## src/rtl/br_load_sequencer_if.sv

```systemverilog
// br_load_sequencer_if: request/ack handshake and BR strobe bundle for br_load_sequencer
// master: requester side (drives mem_req/mem_mod/tr_req/tr_syl, observes the rest)
// slave : sequencer side (drives acks, sa_strobe, AnCBRVN, AnSBRYV, AnSBRZV, busy, br_valid)
interface br_load_sequencer_if;
  logic       mem_req;
  logic [1:0] mem_mod;
  logic       mem_ack;
  logic       tr_req;
  logic [1:0] tr_syl;
  logic       tr_ack;
  logic [3:0] sa_strobe;
  logic       AnCBRVN;
  logic       AnSBRYV;
  logic       AnSBRZV;
  logic       busy;
  logic       br_valid;
  modport master (
    output mem_req, mem_mod, tr_req, tr_syl,
    input  mem_ack, tr_ack, sa_strobe, AnCBRVN, AnSBRYV, AnSBRZV, busy, br_valid
  );
  modport slave (
    input  mem_req, mem_mod, tr_req, tr_syl,
    output mem_ack, tr_ack, sa_strobe, AnCBRVN, AnSBRYV, AnSBRZV, busy, br_valid
  );
endinterface

```

## src/rtl/br_load_sequencer.sv

```systemverilog
// br_load_sequencer: arbitrates memory/TR loads into BR and sequences clear, load, settle, ack
// Ports: clk (rising edge), reset (sync, active-high), bus (br_load_sequencer_if.slave)
// Params: CLR_CYCLES (1-3) clear pulse length, SETTLE_CYCLES (0-7) wait after the load strobe
// Macro BR_SYLLABLE_SELECT_EN: honour tr_syl per half; undefined loads both halves on every TR op
module br_load_sequencer #(
  parameter int CLR_CYCLES    = 1,
  parameter int SETTLE_CYCLES = 1
) (
  input logic clk,
  input logic reset,
  br_load_sequencer_if.slave bus
);
  typedef enum logic [2:0] {S_IDLE, S_CLR, S_LOAD, S_SETTLE, S_ACK} state_t;
  state_t     r_state, w_next;
  logic [2:0] r_cnt, w_cnt;
  logic [1:0] r_op;
  logic       r_is_tr, r_last_tr, r_full, r_br_valid;
  logic       w_grant, w_grant_mem, w_tr_empty, w_syl_y, w_syl_z;
  assign w_grant     = bus.mem_req | bus.tr_req;
  // mem wins unless TR also asks and mem was served last
  assign w_grant_mem = bus.mem_req & (~bus.tr_req | r_last_tr);
`ifdef BR_SYLLABLE_SELECT_EN
  assign w_tr_empty = bus.tr_syl == 2'b00;
  assign w_syl_y    = r_op[1];
  assign w_syl_z    = r_op[0];
`else
  assign w_tr_empty = 1'b0;
  assign w_syl_y    = 1'b1;
  assign w_syl_z    = 1'b1;
`endif
  always_comb begin
    w_next = r_state;
    w_cnt  = r_cnt;
    case (r_state)
      S_IDLE: if (w_grant) begin
        // an empty TR syllable select has nothing to clear or load
        w_next = (!w_grant_mem && w_tr_empty) ? S_ACK : S_CLR;
        w_cnt  = 3'd0;
      end
      S_CLR: if (r_cnt == 3'(CLR_CYCLES - 1)) w_next = S_LOAD;
        else w_cnt = r_cnt + 3'd1;
      S_LOAD: begin
        w_next = (SETTLE_CYCLES == 0) ? S_ACK : S_SETTLE;
        w_cnt  = 3'd0;
      end
      S_SETTLE: if (r_cnt == 3'(SETTLE_CYCLES - 1)) w_next = S_ACK;
        else w_cnt = r_cnt + 3'd1;
      default: w_next = S_IDLE;
    endcase
    bus.sa_strobe = (r_state == S_LOAD && !r_is_tr) ? 4'b0001 << r_op : 4'b0000;
    bus.AnCBRVN   = r_state != S_CLR;
    bus.AnSBRYV   = r_state == S_LOAD && r_is_tr && w_syl_y;
    bus.AnSBRZV   = r_state == S_LOAD && r_is_tr && w_syl_z;
    bus.mem_ack   = r_state == S_ACK && !r_is_tr;
    bus.tr_ack    = r_state == S_ACK && r_is_tr;
    bus.busy      = r_state != S_IDLE;
    bus.br_valid  = r_br_valid;
  end
  always_ff @(posedge clk) begin
    if (reset) begin
      r_state    <= S_IDLE;
      r_cnt      <= 3'd0;
      r_op       <= 2'd0;
      r_is_tr    <= 1'b0;
      r_last_tr  <= 1'b1;
      r_full     <= 1'b0;
      r_br_valid <= 1'b0;
    end else begin
      r_state <= w_next;
      r_cnt   <= w_cnt;
      if (r_state == S_IDLE && w_grant) begin
        r_is_tr <= ~w_grant_mem;
        r_op    <= w_grant_mem ? bus.mem_mod : bus.tr_syl;
        r_full  <= w_grant_mem | ~w_tr_empty;
      end
      if (r_state == S_IDLE && w_next == S_CLR) r_br_valid <= 1'b0;
      if (r_state == S_ACK) begin
        r_last_tr  <= r_is_tr;
        r_br_valid <= r_br_valid | r_full;
      end
    end
  end
endmodule

```

## src/flat_wrapper.sv

```systemverilog
// flat-port wrapper written by rule: the top's interface ports become plain ports
module br_load_sequencer_flat 
#(
  parameter int CLR_CYCLES    = 1,
  parameter int SETTLE_CYCLES = 1
)
  (clk, reset, bus_mem_req, bus_mem_mod, bus_tr_req, bus_tr_syl, bus_mem_ack, bus_tr_ack, bus_sa_strobe, bus_AnCBRVN, bus_AnSBRYV, bus_AnSBRZV, bus_busy, bus_br_valid);
  br_load_sequencer_if bus_i ();
  input logic clk;
  input logic reset;
  input wire logic [$bits(bus_i.mem_req)-1:0] bus_mem_req;
  input wire logic [$bits(bus_i.mem_mod)-1:0] bus_mem_mod;
  input wire logic [$bits(bus_i.tr_req)-1:0] bus_tr_req;
  input wire logic [$bits(bus_i.tr_syl)-1:0] bus_tr_syl;
  output wire logic [$bits(bus_i.mem_ack)-1:0] bus_mem_ack;
  output wire logic [$bits(bus_i.tr_ack)-1:0] bus_tr_ack;
  output wire logic [$bits(bus_i.sa_strobe)-1:0] bus_sa_strobe;
  output wire logic [$bits(bus_i.AnCBRVN)-1:0] bus_AnCBRVN;
  output wire logic [$bits(bus_i.AnSBRYV)-1:0] bus_AnSBRYV;
  output wire logic [$bits(bus_i.AnSBRZV)-1:0] bus_AnSBRZV;
  output wire logic [$bits(bus_i.busy)-1:0] bus_busy;
  output wire logic [$bits(bus_i.br_valid)-1:0] bus_br_valid;
  assign bus_i.mem_req = bus_mem_req;
  assign bus_i.mem_mod = bus_mem_mod;
  assign bus_i.tr_req = bus_tr_req;
  assign bus_i.tr_syl = bus_tr_syl;
  assign bus_mem_ack = bus_i.mem_ack;
  assign bus_tr_ack = bus_i.tr_ack;
  assign bus_sa_strobe = bus_i.sa_strobe;
  assign bus_AnCBRVN = bus_i.AnCBRVN;
  assign bus_AnSBRYV = bus_i.AnSBRYV;
  assign bus_AnSBRZV = bus_i.AnSBRZV;
  assign bus_busy = bus_i.busy;
  assign bus_br_valid = bus_i.br_valid;
  br_load_sequencer #(.CLR_CYCLES(CLR_CYCLES), .SETTLE_CYCLES(SETTLE_CYCLES)) u_core (.clk(clk), .reset(reset), .bus(bus_i));
endmodule
```

## config.mk

```make
export PLATFORM = sky130hd
export DESIGN_NAME = br_load_sequencer_flat
export DESIGN_NICKNAME = d
export VERILOG_FILES = /design/src/rtl/br_load_sequencer_if.sv /design/src/rtl/br_load_sequencer.sv /design/src/flat_wrapper.sv
export SDC_FILE = /design/constraint.sdc
export NUM_CORES = 1
export LEC_CHECK = 0
export CELL_PAD_IN_SITES_DETAIL_PLACEMENT = 0
export CELL_PAD_IN_SITES_GLOBAL_PLACEMENT = 1
export CORE_AREA = 3 3 48 50
export CTS_CLUSTER_DIAMETER = 40
export CTS_CLUSTER_SIZE = 8
export DETAILED_ROUTE_END_ITERATION = 16
export DIE_AREA = 0 0 51 53
export PLACE_DENSITY_LB_ADDON = 0.05
export SLEW_MARGIN = 20
export SYNTH_ARGS = -nofsm -noshare
export SYNTH_HDL_FRONTEND = slang
export SYNTH_SLANG_ARGS = --single-unit
export TNS_END_PERCENT = 50
```

## constraint.sdc

```tcl
create_clock -name clk -period 2.3 [get_ports clk]
set_clock_uncertainty 0.1 [all_clocks]
set_input_delay 0.69 -clock clk [delete_from_list [all_inputs] [get_ports clk]]
set_output_delay 0.69 -clock clk [all_outputs]
set_load 0.05 [all_outputs]
```

==> results of run 1 <==
routing by layer:
metal	GRT usage, %	part of all wire, %
met5	0	0
met4	6.726	0.98
met3	2.817	4.8
met2	21.24	47
met1	16.33	47
Yosys cell counts:
cell type  instances
nand2_1            3
buf_4              2
o31ai_1            2
clkbuf_1           2
nor2_1             7
nor3_1             1
nor4b_2            1
buf_2              2
nor3b_1            2
a221oi_1           2
a21oi_1            4
nand2b_1           2
o41ai_1            1
xor2_1             1
and3_1             3
nor2b_1            2
a21bo_1            1
nand3b_1           1
a211o_1            1
nor4bb_1           2
or3b_1             1
o21ai_1            2
nor3_2             1
o21ai_0            2
or4_1              1
ha_1               2
dfxtp_1           12
nor4_2             1
o32ai_1            3
inv_1              7
nor4b_1            3
mux2i_1            1
worst max-delay path: cells and delay by family (launching register included):
| kind | cells | cell delay (ps) |
|---|---|---|
| flip-flops | 1 | 370 |
| AND/OR/NAND/NOR | 1 | 270 |
| buffers and inverters | 3 | 490 |
stage by stage:
| stage | worst slack, ps | setup TNS [ps] |
|---|---|---|
| 2_1_floorplan | -29.12 | -82.69 |
| 5_1_grt | -1.841 | -1.841 |
| 3_3_place_gp | 130.7 | 0 |
| 4_1_cts | 36.49 | 0 |
| 6_report | 108.9 | 0 |
| 3_5_place_dp | 88.23 | 0 |
cells in the final DEF, fill, tap and decap left out, drive strengths merged, types with 2 or more instances in the layout:
cell,count
nand2,3
nor3b,2
nor3,2
clkdlybuf4s50,7
nor2b,2
inv,7
clkbuf,4
ha,2
and3,3
buf,18
o32ai,3
o31ai,2
a21oi,4
nor4bb,2
nand2b,2
dfxtp,12
o21ai,4
nor4b,4
nor2,7
a221oi,2
power breakdown:
| group | leakage [nW] | total, W | internal (W) | switching (W) |
|---|---|---|---|---|
| Combinational | 0.296 | 0.000204 | 0.0000980 | 0.000106 |
| Clock | 0.0210 | 0.000168 | 0.0000961 | 0.0000718 |
| Sequential | 0.0988 | 0.000244 | 0.000225 | 0.0000195 |
| Total | 0.416 | 0.000616 | 0.000419 | 0.000197 |
cell families (layout without fill, tap and decap cells):
family          count (synthesis)  after routing  share of synthesized area [%]
buf+inv                        13             36                          8.672
fa+ha+maj                       2              2                          3.689
compound gates                 18             18                          18.64
flops                          12             12                          35.42
mux                             1              1                          1.476
xor+xnor                        1              1                          1.292
simple gates                   31             31                          30.81
flip-flops by register name, summed over array words and instances (netlist names):
name,flops
u_core.bus.br_valid,1
u_core.r_cnt,3
u_core.r_full,1
u_core.r_is_tr,1
u_core.r_last_tr,1
u_core.r_op,2
u_core.r_state,3
layout make-up:
cell class / instances / area (um^2) / area share, %
Inverter: 7 / 26.28 / 2.465
Timing Repair Buffer: 25 / 317.8 / 29.81
Sequential cell: 12 / 242.7 / 22.77
Multi-Input combinational cell: 53 / 409.1 / 38.38
Tap cell: 27 / 33.78 / 3.169
Clock buffer: 4 / 36.28 / 3.404
worst max path at each step:
stage | startpoint | to
6_report | u_core.r_state[0] | bus_AnSBRZV
5_1_grt | u_core.r_is_tr | bus_sa_strobe[3]
4_1_cts | u_core.r_state[0] | bus_AnSBRZV
3_5_place_dp | bus_tr_req | u_core.r_is_tr
3_3_place_gp | bus_tr_req | u_core.r_is_tr
2_1_floorplan | u_core.r_state[0] | bus_sa_strobe[2]
repair_timing:
item | CTS | global route
gates resized for setup | 1 | 3
endpoints found under the setup margin | 2 | 5
setup buffers | 0 | 1
pin swaps | 0 | 1
==> flow_summary.json, run 1 <==
{
  "die_area_um2": 2703,
  "start_util_pct": 34.92,
  "final_min_period_over_clock_period_pct": 95.27,
  "synth.net_count": 88,
  "ys_ff_latch": 12,
  "dp_hpwl_mm": 1.254,
  "drt_wl_total_mm": 1.530,
  "clock_path_buffers": 2,
  "maxCapViolCount": 0,
  "finalMaxSlewViolations": 0,
  "r2r_slack_ps": 770,
  "power_density_nw_per_um2": 577.8,
  "io_buffer_count": 18,
  "ant_nets": 0,
  "place_inst": 123,
  "max_stage_delay_ps": 370,
  "io_pins": 19,
  "cts.sinks": 12,
  "crit_type": "flop to output port",
  "slowest_stage": "dfxtp_2",
  "ff2ff_path_depth": 4,
  "setup.worst_path.end_class": "output port",
  "htree_levels": 1,
  "leakage_nw": 0.4156,
  "hold_start": "u_core.r_full",
  "hold_end": "u_core.r_full",
  "clk_pin_slew_ps": 80,
  "r2r_end": "u_core.r_cnt[0]",
  "slew_headroom_pct": 69.44,
  "arrival_ps": 1400,
  "status": "complete, no violations",
  "synth_area_per_cell_um2": 8.694,
  "rr_startpoint": "u_core.r_state[0]",
  "firstDrtPassIters": 4,
  "synth_warnings": 0,
  "grt_max_degree": 11,
  "antennaDiodeCount": 0,
  "antenna_found_initial": 0,
  "grtUsageTotal_pct": 13.14,
  "gp_congestion": 0.7743,
  "min_period_ps": 2191,
  "drc_errors": 0,
  "finalHoldViolCount": 0,
  "cts_tree": "done",
  "finalSetupViolCount": 0,
  "worst_hold_slack_ps": 350.1,
  "cpMostUsedCell": "buf_4",
  "wl_per_cell_um": 11.95,
  "die_w_um": 51,
  "drt_iter0_markers": 12,
  "crit_required_ps": 1510,
  "cts_hold_buf": 0,
  "yosysUniqueCellTypes": 32,
  "final_core_util_pct": 54.90,
  "syn2layout_area_growth_pct": 57.20,
  "dpl_cell_area_um2": 1005,
  "final_cell_area_um2": 1066,
  "num_vias": 648,
  "overflow": 0,
  "rows": 16,
  "power.total_w": 0.0006159,
  "synth_top_area_share_pct": 35.42,
  "grt_pass1_vias": 623,
  "core_um2": 1942,
  "yosys.area.top_type": "dfxtp_1",
  "root_buffer": "clkbuf_4",
  "crit_fanout": 8,
  "fmaxAchievable_mhz": 456.4,
  "path_cells": "buf_4, nor4bb_4, buf_4, buf_12",
  "ys_seq_area_share_pct": 35.42,
  "clock_latency_ps": 270,
  "startpoint_type": "flop",
  "die_h_um": 53,
  "nets": 112,
  "whs_path_depth": 2,
  "worst_ir_drop_vdd_mv": 0.3171,
  "grt_pass1_wl_mm": 2.663,
  "rsz0062_at_grt": "true",
  "cts-buffers-inserted": 3,
  "stdcell_count": 128,
  "via_per_inst": 5.063,
  "syn_inst": 78,
  "nFillCells": 184,
  "hold_path.class": "flop to flop",
  "drive_gt1_share_pct": 27.72,
  "tightest_slew_ps": 454.7,
  "yosys-top-cells-area": "dfxtp_1 35%, inv_1 3.9%, nor2_1 3.9%",
  "syn_area_um2": 678.2
}
No activity file was read; power rests on OpenSTA's default activity.
==> run 2, diff against run 1 <==
ABC_AREA = 1   (was unset)
CORE_AREA = 3 3 49 51   (was 3 3 48 50)
CTS_CLUSTER_SIZE = 20   (was 8)
DIE_AREA = 0 0 52 54   (was 0 0 51 53)
==> run 2 against run 1 <==
Compared with the run above:
- non-clock buffer count down 4
- first-iteration DRC count up 67%
- clock power is essentially flat
- wire length up 6.0%
- count of clock-buffer cells in the layout unchanged
- flip-flop and latch count is the same
- die area increased by 3.9%
- critical path depth unchanged
- largest power group is now combinational cells
- highest routed layer unchanged
==> flow_summary.json, run 2 <==
{
  "p_int_w": 0.0004907,
  "crit_required_ps": 1510,
  "leakage_nw": 0.4525,
  "dp_hpwl_mm": 1.276,
  "multiInputGateArea_um2": 399.1,
  "reg_top3": "u_core.r_cnt (3), u_core.r_state (3), u_core.r_op (2)",
  "worst_hold_slack_ps": 357.4,
  "clock_latency_ps": 270,
  "clock_path_buffers": 2,
  "final.setup.tns_ps": 0,
  "slew_headroom_pct": 66.87,
  "p_sw_w": 0.0003358,
  "drt_wl_total_mm": 1.622,
  "status": "complete, no violations",
  "grt_max_degree": 8,
  "clk_pin_slew_ps": 80,
  "grt_pass1_wl_mm": 2.829,
  "tightest_slew_ps": 495.4,
  "p_seq_share_pct": 33.9,
  "synth.net_count": 102,
  "synth_edf_count": 0,
  "htree_levels": 1,
  "wl_per_cell_um": 11.42,
  "drt_iter0_markers": 20,
  "hold_path.class": "flop to flop",
  "arrival_ps": 1430,
  "cts-buffers-inserted": 3,
  "fmaxAchievable_mhz": 451.2,
  "overflow": 0,
  "syn2layout_area_growth_pct": 57.77,
  "final_cell_mix": "17 x inv_1, 12 x dfxtp_1, 10 x nand2_1, 10 x a21oi_1, 10 x buf_12",
  "die_h_um": 54,
  "p_comb_share_pct": 45.8,
  "max_stage_delay_ps": 470,
  "startpoint_type": "flop",
  "ys_ff_latch": 12,
  "die_area_um2": 2808,
  "slowest_stage": "dfxtp_1",
  "async_flop_share_pct": 0,
  "via_per_inst": 4.528,
  "maxCapViolCount": 0,
  "io_buffer_count": 18,
  "power_density_nw_per_um2": 765.5,
  "firstDrtPassIters": 4,
  "swShare_pct": 40.63,
  "grt_pass1_vias": 669,
  "synth_area_per_cell_um2": 7.439,
  "cts.sinks": 12,
  "finalHoldViolCount": 0,
  "finalSetupViolCount": 0,
  "cts_tree": "done",
  "core_um2": 1982,
  "die_w_um": 52,
  "nFillCells": 178,
  "synth_ff_type": "dfxtp_1",
  "final_common_cell": "inv_1",
  "syn_inst": 92,
  "nets": 126,
  "antenna_found_initial": 0,
  "final_min_period_over_clock_period_pct": 96.37,
  "synth_warnings": 0,
  "drc_errors": 0,
  "ys_seq_area_share_pct": 35.10,
  "synth_top_area_share_pct": 35.10,
  "clkPwrFrac_pct": 20.4,
  "syn_area_um2": 684.4,
  "min_period_ps": 2217,
  "synth_most_common_cell": "inv_1",
  "io_pins": 19,
  "register_area_um2": 240.2,
  "setup.worst_path.end_class": "output port",
  "drive_gt1_share_pct": 31.30,
  "root_buffer": "clkbuf_4",
  "synth_commonest_cells": "17 x inv_1, 12 x dfxtp_1, 10 x a21oi_1, 10 x nand2_1, 9 x nor2_1",
  "worst_ir_drop_vdd_mv": 0.4335,
  "crit_fanout": 5,
  "cts_hold_buf": 0,
  "crit_type": "flop to output port",
  "gp_congestion": 0.7658,
  "grtUsageTotal_pct": 13.89,
  "finalMaxSlewViolations": 0,
  "yosysUniqueCellTypes": 22,
  "start_util_pct": 34.53,
  "place_inst": 137,
  "rsz0062_at_grt": "true",
  "antennaDiodeCount": 0,
  "path_cells": "nand4_1, buf_4, nor3_2, buf_12",
  "stdcell_count": 142,
  "num_vias": 643,
  "yosys-top-cells-area": "dfxtp_1 35%, inv_1 9.3%, a21oi_1 7.3%",
  "yosys.area.top_type": "dfxtp_1",
  "ant_nets": 0,
  "rows": 16
}
run 2: kinds of logic (layout without fill, tap and decap cells):
logic type	after synthesis	after routing	share of synthesized area, %
and+or+nand+nor	39	39	34.19
buffers and inverters	20	43	12.07
AOI/OAI and AO/OA	19	19	14.99
DFF	12	12	35.10
adders and majority gates	2	2	3.656
run 2: cell type report:
type                       count  share of cell area [%]
multi-input combinational     60                   36.96
clock buffer                   4                   3.360
sequential                    12                   22.25
timing repair buffer          21                   28.04
tap                           27                   3.129
inverter                      18                   6.257
run 2: routing by layer:
| metal | up-vias | share of wire, % | track usage [%] |
|---|---|---|---|
| met3 | 4 | 4.1 | 4.432 |
| met2 | 13 | 45 | 21.34 |
| met1 | 281 | 49 | 17.52 |
| met4 | 0 | 1.3 | 6.550 |
| li1 | 345 | - | - |
| met5 | - | 0 | 0 |
run 2: path summary, 6_finish.rpt:
path	startpoint	endpoint	slack, ps	depth (start not counted)
hold / removal	u_core.r_full	u_core.r_full	360	2
hold reg to reg	u_core.r_full	u_core.r_full	360	2
setup reg to reg	u_core.r_cnt[0]	u_core.r_cnt[1]	990	6
setup / recovery	u_core.r_state[1]	bus_sa_strobe[3]	80	4
run 2: critical path, delay by kind of cell (launching register included):
kind                   cells  cell delay [ps]
DFF                        1              470
buffers and inverters      2              350
and+or+nand+nor            2              330
run 2: repair_timing:
action / 4_1_cts / 5_1_grt
pin swaps: 0 / 2
setup buffers: 0 / 1
endpoints found under the setup margin: 4 / 6
gates resized for setup: 0 / 5
run 2: metrics by stage:
step | instance area, um^2 | util [%] | total power [W] | setup slack (ps)
6_report | 1080 | 54.48 | 0.0008266 | 83.46
5_1_grt | 1080 | 54.48 | 0.0008878 | -2.203
4_1_cts | 1050 | 52.97 | 0.0008191 | -8.615
3_5_place_dp | 1013 | 51.14 | 0.0006475 | 294.9
3_3_place_gp | 1013 | 51.14 | 0.0006440 | 295.0
2_1_floorplan | 699.4 | - | 0.0005101 | -232.2
run 2: power groups by stage:
stage | combinational (W) | clock [W] | sequential, W
after detailed placement | 0.000366 | 0 | 0.000281
after global routing | 0.000417 | 0.000185 | 0.000286
final | 0.000378 | 0.000168 | 0.000280
after global placement | 0.000363 | 0 | 0.000281
after floorplan | 0.000236 | 0 | 0.000274
after CTS | 0.000369 | 0.000174 | 0.000276
==> run 3, diff against run 2 <==
ABC_AREA = unset   (was 1)
CORE_AREA = 3 3 48 50   (was 3 3 49 51)
DIE_AREA = 0 0 51 53   (was 0 0 52 54)
==> results of run 3 <==
No change in the layout: final DEF, timing and power equal those of run 1.
